## config.mk

```make
export PLATFORM = sky130hd
export DESIGN_NAME = spine_egress_scheduler
export DESIGN_NICKNAME = d
export VERILOG_FILES = /design/src/rtl/spine_egress_scheduler.sv
export SDC_FILE = /design/constraint.sdc
export NUM_CORES = 1
export LEC_CHECK = 0
export BUFFER_PORTS_ARGS = -buffer_cell sky130_fd_sc_hd__buf_2
export CAP_MARGIN = 5
export CORE_UTILIZATION = 26
export CTS_BUF_LIST = sky130_fd_sc_hd__clkbuf_4 sky130_fd_sc_hd__clkbuf_8
export DETAILED_ROUTE_END_ITERATION = 12
export GPL_ROUTABILITY_DRIVEN = 0
export HOLD_SLACK_MARGIN = 0.15
export RECOVER_POWER = 100
export REMOVE_ABC_BUFFERS = 1
export SLEW_MARGIN = 20
export SYNTH_ARGS = -nofsm -noshare
export SYNTH_HDL_FRONTEND = slang
export SYNTH_SLANG_ARGS = --single-unit
```

## constraint.sdc

```tcl
create_clock -name ACLK -period 5.2 [get_ports ACLK]
set_clock_uncertainty 0.2 [all_clocks]
set_input_delay 1.04 -clock ACLK [delete_from_list [all_inputs] [get_ports ACLK]]
set_output_delay 1.04 -clock ACLK [all_outputs]
set_load 0.005 [all_outputs]
```

## src/rtl/spine_egress_scheduler.sv

```systemverilog
// Egress scheduler between the NI and the four spine links: one-flit hold
// register, credit-aware round-robin issue, per-spine credit and stall status.
module spine_egress_scheduler #(
  parameter int DWIDTH       = 16,
  parameter int INIT_CREDITS = 4,
  parameter int STALL_LIMIT  = 64
) (
  input  logic                ACLK,
  input  logic                ARESETn,
  input  logic                enable,
  input  logic [3:0]          spine_mask,
  input  logic [DWIDTH-1:0]   in_data,
  input  logic                in_valid,
  output logic                in_ready,
  output logic [4*DWIDTH-1:0] spine_out_data,
  output logic [3:0]          spine_out_valid,
  input  logic [3:0]          credit_return,
  output logic [15:0]         credit_count,
  output logic [1:0]          last_grant,
  output logic                busy,
  output logic                stall_timeout,
  output logic                credit_overflow
);

  typedef enum logic {IDLE, HOLD} state_t;

  localparam logic [3:0] CREDIT_MAX = 4'(INIT_CREDITS);
  localparam logic [7:0] STALL_MAX  = 8'(STALL_LIMIT);

  state_t              state_q;
  logic [DWIDTH-1:0]   hold_q;
  logic [3:0]          credit_q [4];
  logic [3:0]          credit_d [4];
  logic [1:0]          last_grant_q;
  logic [7:0]          stall_q, stall_d;
  logic                stall_to_q;
  logic                ovf_q, ovf_d;
  logic [4*DWIDTH-1:0] out_data_q;
  logic [3:0]          out_valid_q;

  logic [3:0] elig;
  logic       found;
  logic [1:0] grant_idx;
  logic [1:0] cand;
  logic       issue;
  logic       accept;

  // Circular search starting one past the last granted spine.
  always_comb begin
    found     = 1'b0;
    grant_idx = last_grant_q;
    cand      = '0;
    for (int unsigned i = 0; i < 4; i++) begin
      elig[i] = (credit_q[i] != '0) && !spine_mask[i];
    end
    for (int unsigned k = 1; k <= 4; k++) begin
      cand = last_grant_q + 2'(k);
      if (!found && elig[cand]) begin
        found     = 1'b1;
        grant_idx = cand;
      end
    end
  end

  assign issue    = (state_q == HOLD) && found;
  assign in_ready = enable && ((state_q == IDLE) || issue);
  assign accept   = in_valid && in_ready;

  // Same-cycle issue and return cancel; a return at the ceiling is dropped.
  always_comb begin
    ovf_d = ovf_q;
    for (int unsigned i = 0; i < 4; i++) begin
      credit_d[i] = credit_q[i];
      if (credit_return[i] && !(issue && grant_idx == 2'(i))) begin
        if (credit_q[i] == CREDIT_MAX) ovf_d = 1'b1;
        else                           credit_d[i] = credit_q[i] + 4'd1;
      end else if (!credit_return[i] && issue && grant_idx == 2'(i)) begin
        credit_d[i] = credit_q[i] - 4'd1;
      end
    end
  end

  always_comb begin
    stall_d = '0;
    if (state_q == HOLD && !issue) begin
      stall_d = (stall_q == STALL_MAX) ? stall_q : stall_q + 8'd1;
    end
  end

  always_ff @(posedge ACLK or negedge ARESETn) begin
    if (!ARESETn) begin
      state_q      <= IDLE;
      hold_q       <= '0;
      last_grant_q <= 2'd3;
      stall_q      <= '0;
      stall_to_q   <= 1'b0;
      ovf_q        <= 1'b0;
      out_data_q   <= '0;
      out_valid_q  <= '0;
      for (int unsigned i = 0; i < 4; i++) credit_q[i] <= CREDIT_MAX;
    end else begin
      out_valid_q <= '0;
      if (issue) begin
        out_valid_q[grant_idx] <= 1'b1;
        last_grant_q           <= grant_idx;
        for (int unsigned i = 0; i < 4; i++) begin
          if (grant_idx == 2'(i)) out_data_q[i*DWIDTH +: DWIDTH] <= hold_q;
        end
      end
      if (accept) begin
        hold_q  <= in_data;
        state_q <= HOLD;
      end else if (issue) begin
        state_q <= IDLE;
      end
      for (int unsigned i = 0; i < 4; i++) credit_q[i] <= credit_d[i];
      stall_q <= stall_d;
      if (stall_d == STALL_MAX) stall_to_q <= 1'b1;
      ovf_q <= ovf_d;
    end
  end

  always_comb begin
    credit_count = '0;
    for (int unsigned i = 0; i < 4; i++) credit_count[i*4 +: 4] = credit_q[i];
  end

  assign spine_out_data  = out_data_q;
  assign spine_out_valid = out_valid_q;
  assign last_grant      = last_grant_q;
  assign busy            = (state_q == HOLD);
  assign stall_timeout   = stall_to_q;
  assign credit_overflow = ovf_q;

endmodule

```

# Word-level counts from Yosys, hierarchy flattened
# Cells that the tools add are included.
# word_totals
ff_bits,113
inputBits,28
word_cells,153
# classes
add_sub_neg,12
order_cmp,6
eq_ne,13
muxes,43
bitwise_logic,1
reduce_logical,63
# op_table
operator,count
two-way mux 4 bit,13
logical AND 1 bit,28
two-way mux 1 bit,19
"adder 4 x 1 -> 4 bit, second input constant",4
"== test 4 x 3 -> 1 bit, second input constant",4
"== test 8 x 7 -> 1 bit, second input constant",2
zero test 1 bit,16
two-way mux 8 bit,2
AND reduction 2 bit,8
nonzero test 4 bit,4
"subtractor 4 x 1 -> 4 bit, second input constant",4
"< comparator 2 x 3 -> 1 bit, second input constant",5
nonzero test 2 bit,5
"adder 8 x 1 -> 8 bit, second input constant",1
binary-select mux 1 bit (select 2 bit),4
two-way mux 2 bit,4
"!= test 2 bit, second input constant",4
"adder 2 bit, second input constant",2
"== test 2 bit, second input constant",2
"adder 2 x 1 -> 2 bit, second input constant",1
demux 1 bit (select 2 bit),1
"== test 2 x 1 -> 1 bit, second input constant",1
">= comparator 2 x 1 -> 1 bit, second input constant",1
zero test 2 bit,1
2 further kinds,2

# Depth between registers and ports, before layout
# Gate-level depths: netlist (run 1).
# logic_depth
depth_word,25
ltp_mapped,14
depth_no_buf,11

# Worst setup path after synthesis (run 1)
# Ideal clock, no wire load.
# synth_path
path_type,input to register
from,input port spine_mask[1]
to,register credit_q (netlist bit credit_count[3])
setup_ps,87
arrival_time_ps,3585
path_slack_ps,1327
stages,12
path_cell_list,inv_1 a2bb2oi_2 o32a_2 nor4_4 buf_6 nand2b_1 ha_1 a21o_1 a21o_1 and2_1 mux2_2 a22oi_1
# synth_via
elab_chain_len,20
# synth_rtl
item,line,text
from (decl),11,"input logic [3:0] spine_mask,"
zero test 1 bit (*),54,elig[i] = (credit_q[i] != '0) && !spine_mask[i];
logical AND 1 bit (*),54,
binary-select mux 1 bit (select 2 bit),58,if (!found && elig[cand]) begin
two-way mux 1 bit (not written as such),58,
two-way mux 1 bit,58,
zero test 1 bit,58,
logical AND 1 bit,58,
two-way mux 1 bit,58,
[... 4 more ...],n/a,
logical AND 1 bit,58,
two-way mux 2 bit / two-way mux 1 bit (equally long branches),58,
zero test 2 bit / logical AND 1 bit (equally long branches),"74, 77, 65",
logical AND 1 bit,74,if (credit_return[i] && !(issue && grant_idx == 2'(i))) begin
zero test 1 bit,74,
logical AND 1 bit,74,
!= test 2 bit (no source line) / nonzero test 2 bit (equally long branches),n/a,
AND reduction 2 bit (no source line),n/a,
to (decl),32,logic [3:0] credit_q [4];
# Every way passes the cells marked *; elsewhere a longest branch is shown, timed or not. The select of a mux whose other input is x is not followed.
# A chain may end at the register's enable or synchronous reset.

# Worst setup path in the final report (run 1)
# layout_path
from,register credit_q (netlist bit credit_count[4])
to,register credit_q (netlist bit credit_count[3])
# layout_via
elab_chain_len,20
# layout_rtl
item,line
nonzero test 4 bit (*),54
logical AND 1 bit (*),54
binary-select mux 1 bit (select 2 bit),58
two-way mux 1 bit (not written as such),58
two-way mux 1 bit,58
zero test 1 bit,58
logical AND 1 bit,58
two-way mux 1 bit,58
[... 4 more ...],n/a
logical AND 1 bit,58
two-way mux 2 bit / two-way mux 1 bit (equally long branches),58
zero test 2 bit / logical AND 1 bit (equally long branches),"74, 77, 65"
logical AND 1 bit,74
zero test 1 bit,74
logical AND 1 bit,74
!= test 2 bit (no source line) / nonzero test 2 bit (equally long branches),n/a
AND reduction 2 bit (no source line),n/a
# Marks and branches as above.

==> run_results.csv, run 1 <==
group,metric,value,unit
global_routing,antenna_found_initial,0,
drt,route.detailed.drc,0,
clock_tree,cts_max_level,4,
job,cap_viol_max_count,2,
placed_design,dp_hpwl,8500,um
worst_setup_path,cpMaxStageDelayCell,"clkbuf_1",
drt,wl_met2,5780,um
drt,routedWlPerCell,15.4,um
power_and_ir_drop,switchingPower,1.28,mW
global_routing,grt_max_degree,53,
die,start_util,26.7,%
yosys,ys_ff_latch,113,
clock_tree,postCtsSetupBuffers,0,
clock_tree,hold_buffers,0,
drt,routed_wl,12800,um
yosys,ys_seq_area_share,54.2,%
worst_setup_path,crit_type,"reg -> reg",
die,rows,51,
placed_design,dpl.cell_count,799,
clock_tree,cts_buffers,17,
die,io_pins,118,
yosys,synth_common_cells,"dfrtp_1, mux2_2, nand2_1",
final_layout,syn2layout_area_growth,21.5,%
drt,met1_length,6110,um
global_routing,grtUsageTotal,13.3,%
yosys,synth-edff-count,0,
die,core,0.0196,mm^2
clock_tree,cts_tree,"built",
global_routing,grt_pass1_vias,3573,
drt,met3_wirelength,761,um
clock_tree,cts.clk_slew.worst_paths,0.08,ns
drt,via_count,3678,
yosys,synth.area.top_cells,"dfrtp_1, mux2_2, nand2_1",
die,dieHeight,144,um
worst_setup_path,cpPeakStageDelay,1.30,ns
sta,setup_violations,0,
power_and_ir_drop,ir_worst_vdd,0.224,mV
worst_setup_path,cp-start-kind,"flip-flop",
power_and_ir_drop,pwr_density_cell,563,mW/mm^2
final_layout,drive_gt1_share,28.4,%
sta,period_share,82.4,%
power_and_ir_drop,internal_power,2.29,mW
power_and_ir_drop,power.clock.fraction,22.7,%
sta,finalCriticalPeriod,4.28,ns
sta,hold_viol,0,
power_and_ir_drop,p_leak,2.81,nW
final_layout,diodes,0,
worst_setup_path,crit_required,5.34,ns
yosys,synth_warnings,0,
power_and_ir_drop,p_comb_share,34.7,%
drt,ant_nets,0,
power_and_ir_drop,seqPwrFrac,42.6,%
global_routing,gr-total-overflow,0,
clock_tree,cts-root-buf,"clkbuf_8",
yosys,syn_avg_cell_area,12.3,um^2
final_layout,finalNetCount,595,
sta,tns,0,ns
yosys,synth_area_leader_cell,"dfrtp_1",
sta,worst_pin_slew,3.03,ns
sta,max_freq,233,MHz
worst_setup_path,worstPathArrival,4.43,ns
clock_tree,clk_latency,0.43,ns
clock_tree,cts.sinks,113,
die,die_w,144,um
die,die_area,0.0207,mm^2
sta,rsz0062_at_grt,"no",
yosys,ys.flop_type,"dfrtp_1",
global_routing,grt_first_pass_wirelength,20400,um
power_and_ir_drop,switching_share,35.9,%
final_layout,fillCellCount,2063,
clock_tree,ctsResizeCount,0,
sta,relSlewSlack,-102,%
drt,via_per_inst,4.43,
drt,first_pass_iters,4,
final_layout,finish.utilization,32.4,%
yosys,syn_area,0.00523,mm^2
yosys,syn_inst,425,
outcome,violations,"capacitance limit, slew limit",
drt,top_layer,"met4",
yosys,synth.distinct_cells,58,
worst_hold_path,worstHoldPathType,"reg -> reg",
drt,drtIter0Drc,132,
outcome,status,"finished, violations left",
yosys,synth.most_common_cell,"dfrtp_1",
final_layout,stdcell_count,831,
worst_setup_path,cp-end-kind,"flip-flop",
sta,drv_slew,79,
worst_setup_path,crit_chain,"or4_1 -> o2111ai_1 -> o211ai_1 -> nor4_1 -> clkbuf_1 -> mux2_2 -> a22oi_1",
placed_design,portBuffers,117,
yosys,synthArstFlopShare,100,%
clock_tree,cts_buffer_depth,2,
worst_setup_path,cp_max_fo,25,
yosys,yosysTopAreaCellShare,51.2,%
==> power groups by stage <==
stage	clock [mW]	combinational [mW]	sequential, mW
2_1_floorplan	0	0.763	1.52
3_3_place_gp	0	1.32	1.53
3_5_place_dp	0	1.35	1.54
4_1_cts	0.851	1.35	1.53
5_1_grt	0.885	1.40	1.58
6_report	0.810	1.24	1.52
==> final cells by class <==
cell class	instances	area [um^2]	share of cell area (%)
Clock inverter	11	105	1.65
Timing Repair Buffer	125	542	8.52
Clock buffer	21	283	4.45
Sequential cell	113	2840	44.6
Multi-Input combinational cell	282	2210	34.7
Inverter	14	52.6	0.827
Tap cell	265	332	5.22
==> stage by stage <==
stage / instance area (um^2) / setup slack, ns / hold slack (ns) / power, mW
2_1_floorplan: 5130 / 0.960 / 0.260 / 2.29
3_3_place_gp: 6110 / 1.16 / 0.247 / 2.85
3_5_place_dp: 6110 / 1.08 / 0.257 / 2.89
4_1_cts: 6500 / 1.34 / 0.275 / 3.73
5_1_grt: 6360 / 0.560 / 0.305 / 3.87
6_report: 6360 / 0.916 / 0.270 / 3.58
==> registers in the layout (all words and copies together) (netlist names) <==
name             flops
spine_out_valid      4
credit_overflow      1
stall_q              8
credit_count        16
busy                 1
hold_q              16
spine_out_data      64
stall_timeout        1
last_grant           2
==> critical path, delay by kind of cell, from the launching register on <==
family	cells	cell delay, ns
flops	1	0.46
simple gates	2	1.10
buf+inv	1	1.30
mux	1	0.45
compound gates	3	0.66
==> cell usage in the layout (no fill, tap or decap), types with 8 or more instances in the layout <==
| master | count |
|---|---|
| dfrtp_1 | 107 |
| clkbuf_1 | 73 |
| mux2_2 | 67 |
| nand2_1 | 64 |
| buf_2 | 47 |
| clkbuf_8 | 20 |
| inv_1 | 14 |
| nor2_1 | 14 |
| xnor2_1 | 10 |
| ha_1 | 10 |
| mux2i_1 | 8 |
==> layer usage <==
layer	track usage (%)	up-vias
met2	19.6	98
li1	-	1768
met3	5.20	13
met5	0	-
met1	17.3	1799
met4	4.87	0
==> path summary, 6_finish.rpt <==
path	start	endpoint	slack [ns]	depth (start not counted)
setup / recovery	credit_count[4]	credit_count[3]	0.92	7
hold / removal	stall_timeout	stall_timeout	0.27	2
setup reg to reg	credit_count[4]	credit_count[3]	0.92	7
hold reg to reg	stall_timeout	stall_timeout	0.27	2
max in group asynchronous	ARESETn	spine_out_data[41]	1.34	2
min in group asynchronous	ARESETn	stall_q[4]	1.39	1
==> kinds of logic after synthesis <==
group                      Yosys count  share of synthesized area [%]
DFF                                113                           54.2
buffers and inverters               30                           2.89
xor gates and xnor gates            17                           2.85
and+or+nand+nor                    123                           11.8
muxes                               75                           15.9
AOI/OAI and AO/OA                   53                           8.39
adders and majority gates           14                           3.92
Power figures use the tool's default switching activity.
==> inputs of run 2 (changes only) <==
==> constraint.sdc (replaced) <==
create_clock -name ACLK -period 3.5 [get_ports ACLK]
set_clock_uncertainty 0.2 [all_clocks]
set_input_delay 0.7 -clock ACLK [delete_from_list [all_inputs] [get_ports ACLK]]
set_output_delay 0.7 -clock ACLK [all_outputs]
set_load 0.005 [all_outputs]
==> run_results.csv, run 2 (synthesis gave the netlist of run 1 again) <==
group,metric,value,unit
outcome,status,"completed",
worst_hold_path,hold_start,"spine_out_data[27]",
sta,whs,0.275,ns
final_layout,layout_common_cells,"dfrtp_1, clkbuf_1, mux2_2",
job,cap_viol_max_count,0,
global_routing,grtUsageTotal,13.4,%
die,rows,51,
worst_setup_path,cp-start-kind,"flip-flop",
final_layout,final_cell_area,0.00650,mm^2
clock_tree,cts_buffer_depth,2,
worst_setup_path,cpMaxStageDelayCell,"or4_4",
worst_setup_path,timing.rr.start,"credit_count[7]",
final_layout,finish.utilization,33.2,%
worst_setup_path,cp-end-kind,"flip-flop",
worst_setup_path,crit_required,3.64,ns
global_routing,grt_pass1_vias,3846,
placed_design,portBuffers,117,
drt,first_pass_iters,5,
final_layout,final_common_cell,"dfrtp_1",
drt,ant_nets,0,
sta,drv_slew,0,
die,die_w,144,um
worst_hold_path,min_to,"spine_out_data[27]",
drt,drtIter0Drc,199,
worst_setup_path,rr_worst_depth,11,
global_routing,grt_first_pass_wirelength,20600,um
power_and_ir_drop,pwr_density_cell,844,mW/mm^2
worst_setup_path,worstPathArrival,3.49,ns
worst_setup_path,cp_max_fo,8,
worst_setup_path,crit_path_frequent_cell,"a21o_1",
die,core,0.0196,mm^2
sta,rsz0062_at_grt,"no",
final_layout,finalNetCount,607,
die,die_area,0.0207,mm^2
power_and_ir_drop,p_leak,2.91,nW
sta,finalCriticalPeriod,3.34,ns
worst_hold_path,worstHoldPathType,"reg -> reg",
worst_hold_path,hold_depth,2,
sta,setup_violations,0,
die,dieHeight,144,um
worst_setup_path,path_delay_family,"simple AND/OR/NAND/NOR gates",
worst_setup_path,cpPeakStageDelay,0.57,ns
clock_tree,cts_tree,"built",
sta,worst_pin_slew,1.20,ns
clock_tree,cts-root-buf,"clkbuf_8",
clock_tree,postCtsSetupBuffers,0,
drt,routedWlPerCell,15.6,um
drt,route.detailed.drc,0,
sta,max_freq,299,MHz
sta,relSlewSlack,20.1,%
worst_setup_path,crit_type,"reg -> reg",
placed_design,post_dp_cell_area,0.00621,mm^2
clock_tree,cts.clk_slew.worst_paths,0.07,ns
global_routing,gr-total-overflow,0,
placed_design,dp_hpwl,9040,um
clock_tree,cts_buffers,17,
die,start_util,26.7,%
clock_tree,cts.sinks,113,
sta,hold_viol,0,
clock_tree,clk_latency,0.43,ns
worst_setup_path,r2r_setup_slack,0.16,ns
final_layout,drive_gt1_share,31.5,%
power_and_ir_drop,finalPower,5.49,mW
final_layout,syn2layout_area_growth,24.3,%
final_layout,stdcell_count,843,
clock_tree,cts_max_level,4,
sta,period_share,95.6,%
final_layout,diodes,0,
final_layout,largest_register_ffs,64,
global_routing,grt_max_degree,46,
worst_setup_path,path_buf_inv,0,
drt,via_per_inst,4.55,
die,io_pins,118,
worst_setup_path,crit_chain,"or4_4 -> o2111ai_1 -> o211ai_4 -> nor4_4 -> nand2b_1 -> ha_1 -> a21o_1 -> a21o_1 -> and2_1 -> mux2_2 -> a22oi_1",
placed_design,dpl.cell_count,810,
power_and_ir_drop,ir_worst_vdd,0.471,mV
drt,via_count,3835,
worst_setup_path,r2r_end,"credit_count[3]",
drt,routed_wl,13100,um
global_routing,antenna_found_initial,0,
[run 2: cell types whose count changed in the layout (fill, tap and decap cells not counted), sizes merged]
cell and change:
bufinv +2, buf +9, clkinv +4, clkinvlp -4, dlygate4sd3 +1
[run 2: power by group]
| group | switching (mW) | total, mW | internal, mW | leakage, nW |
|---|---|---|---|---|
| Clock | 0.563 | 1.31 | 0.743 | 0.220 |
| Sequential | 0.357 | 2.19 | 1.84 | 1.37 |
| Combinational | 0.998 | 1.99 | 0.989 | 1.32 |
[run 2: metal layers]
| metal | track usage, % | part of all wire (%) | vias to the layer above |
|---|---|---|---|
| met3 | 4.40 | 6.1 | 19 |
| met2 | 20.1 | 45 | 124 |
| met5 | 0 | 0 | - |
| li1 | - | - | 1799 |
| met1 | 17.7 | 47 | 1893 |
| met4 | 5.82 | 2.1 | 0 |
[run 2: worst max path at each step]
stage                     start               end  slack [ns]  depth (start not counted)
5_1_grt        credit_count[14]  credit_count[11]       0.006                         12
6_report        credit_count[7]   credit_count[3]        0.16                         11
4_1_cts         credit_count[7]  credit_count[11]        0.07                         12
2_1_floorplan   credit_count[4]   credit_count[3]       -0.55                         10
3_3_place_gp      spine_mask[3]   credit_count[7]        0.12                         11
3_5_place_dp    credit_count[3]  credit_count[11]       0.004                         12
[run 2: metrics by stage]
stage | setup WS, ns | TNS, ns
global placement | 0.124 | 0
global route | 0.00645 | 0
detailed placement | 0.00447 | 0
finish | 0.155 | 0
CTS | 0.0712 | 0
floorplan | -0.552 | -2.57
[run 2: timing repair]
item	CTS	global route
hold buffers	1	0
endpoints found under the setup margin	1	3
gates cloned	0	0
hold endpoints to repair	38	0
gates resized for setup	1	3
[run 2: final cells by class]
cell class	instances	area (um^2)
inverters	14	52.6
well taps	265	332
flip-flops and latches	113	2840
clock inverters	13	159
fillers	2054	13100
clock buffers	19	262
multi-input cells	282	2250
repair buffers	137	613
[run 2: worst reg2reg max path, stage by stage, from the launching register on]
cell       delay, ns
dfrtp_1         0.43
or4_4           0.57
o2111ai_1       0.19
o211ai_4        0.21
nor4_4          0.29
nand2b_1        0.20
ha_1            0.24
a21o_1          0.18
a21o_1          0.18
and2_1          0.15
mux2_2          0.25
a22oi_1         0.18
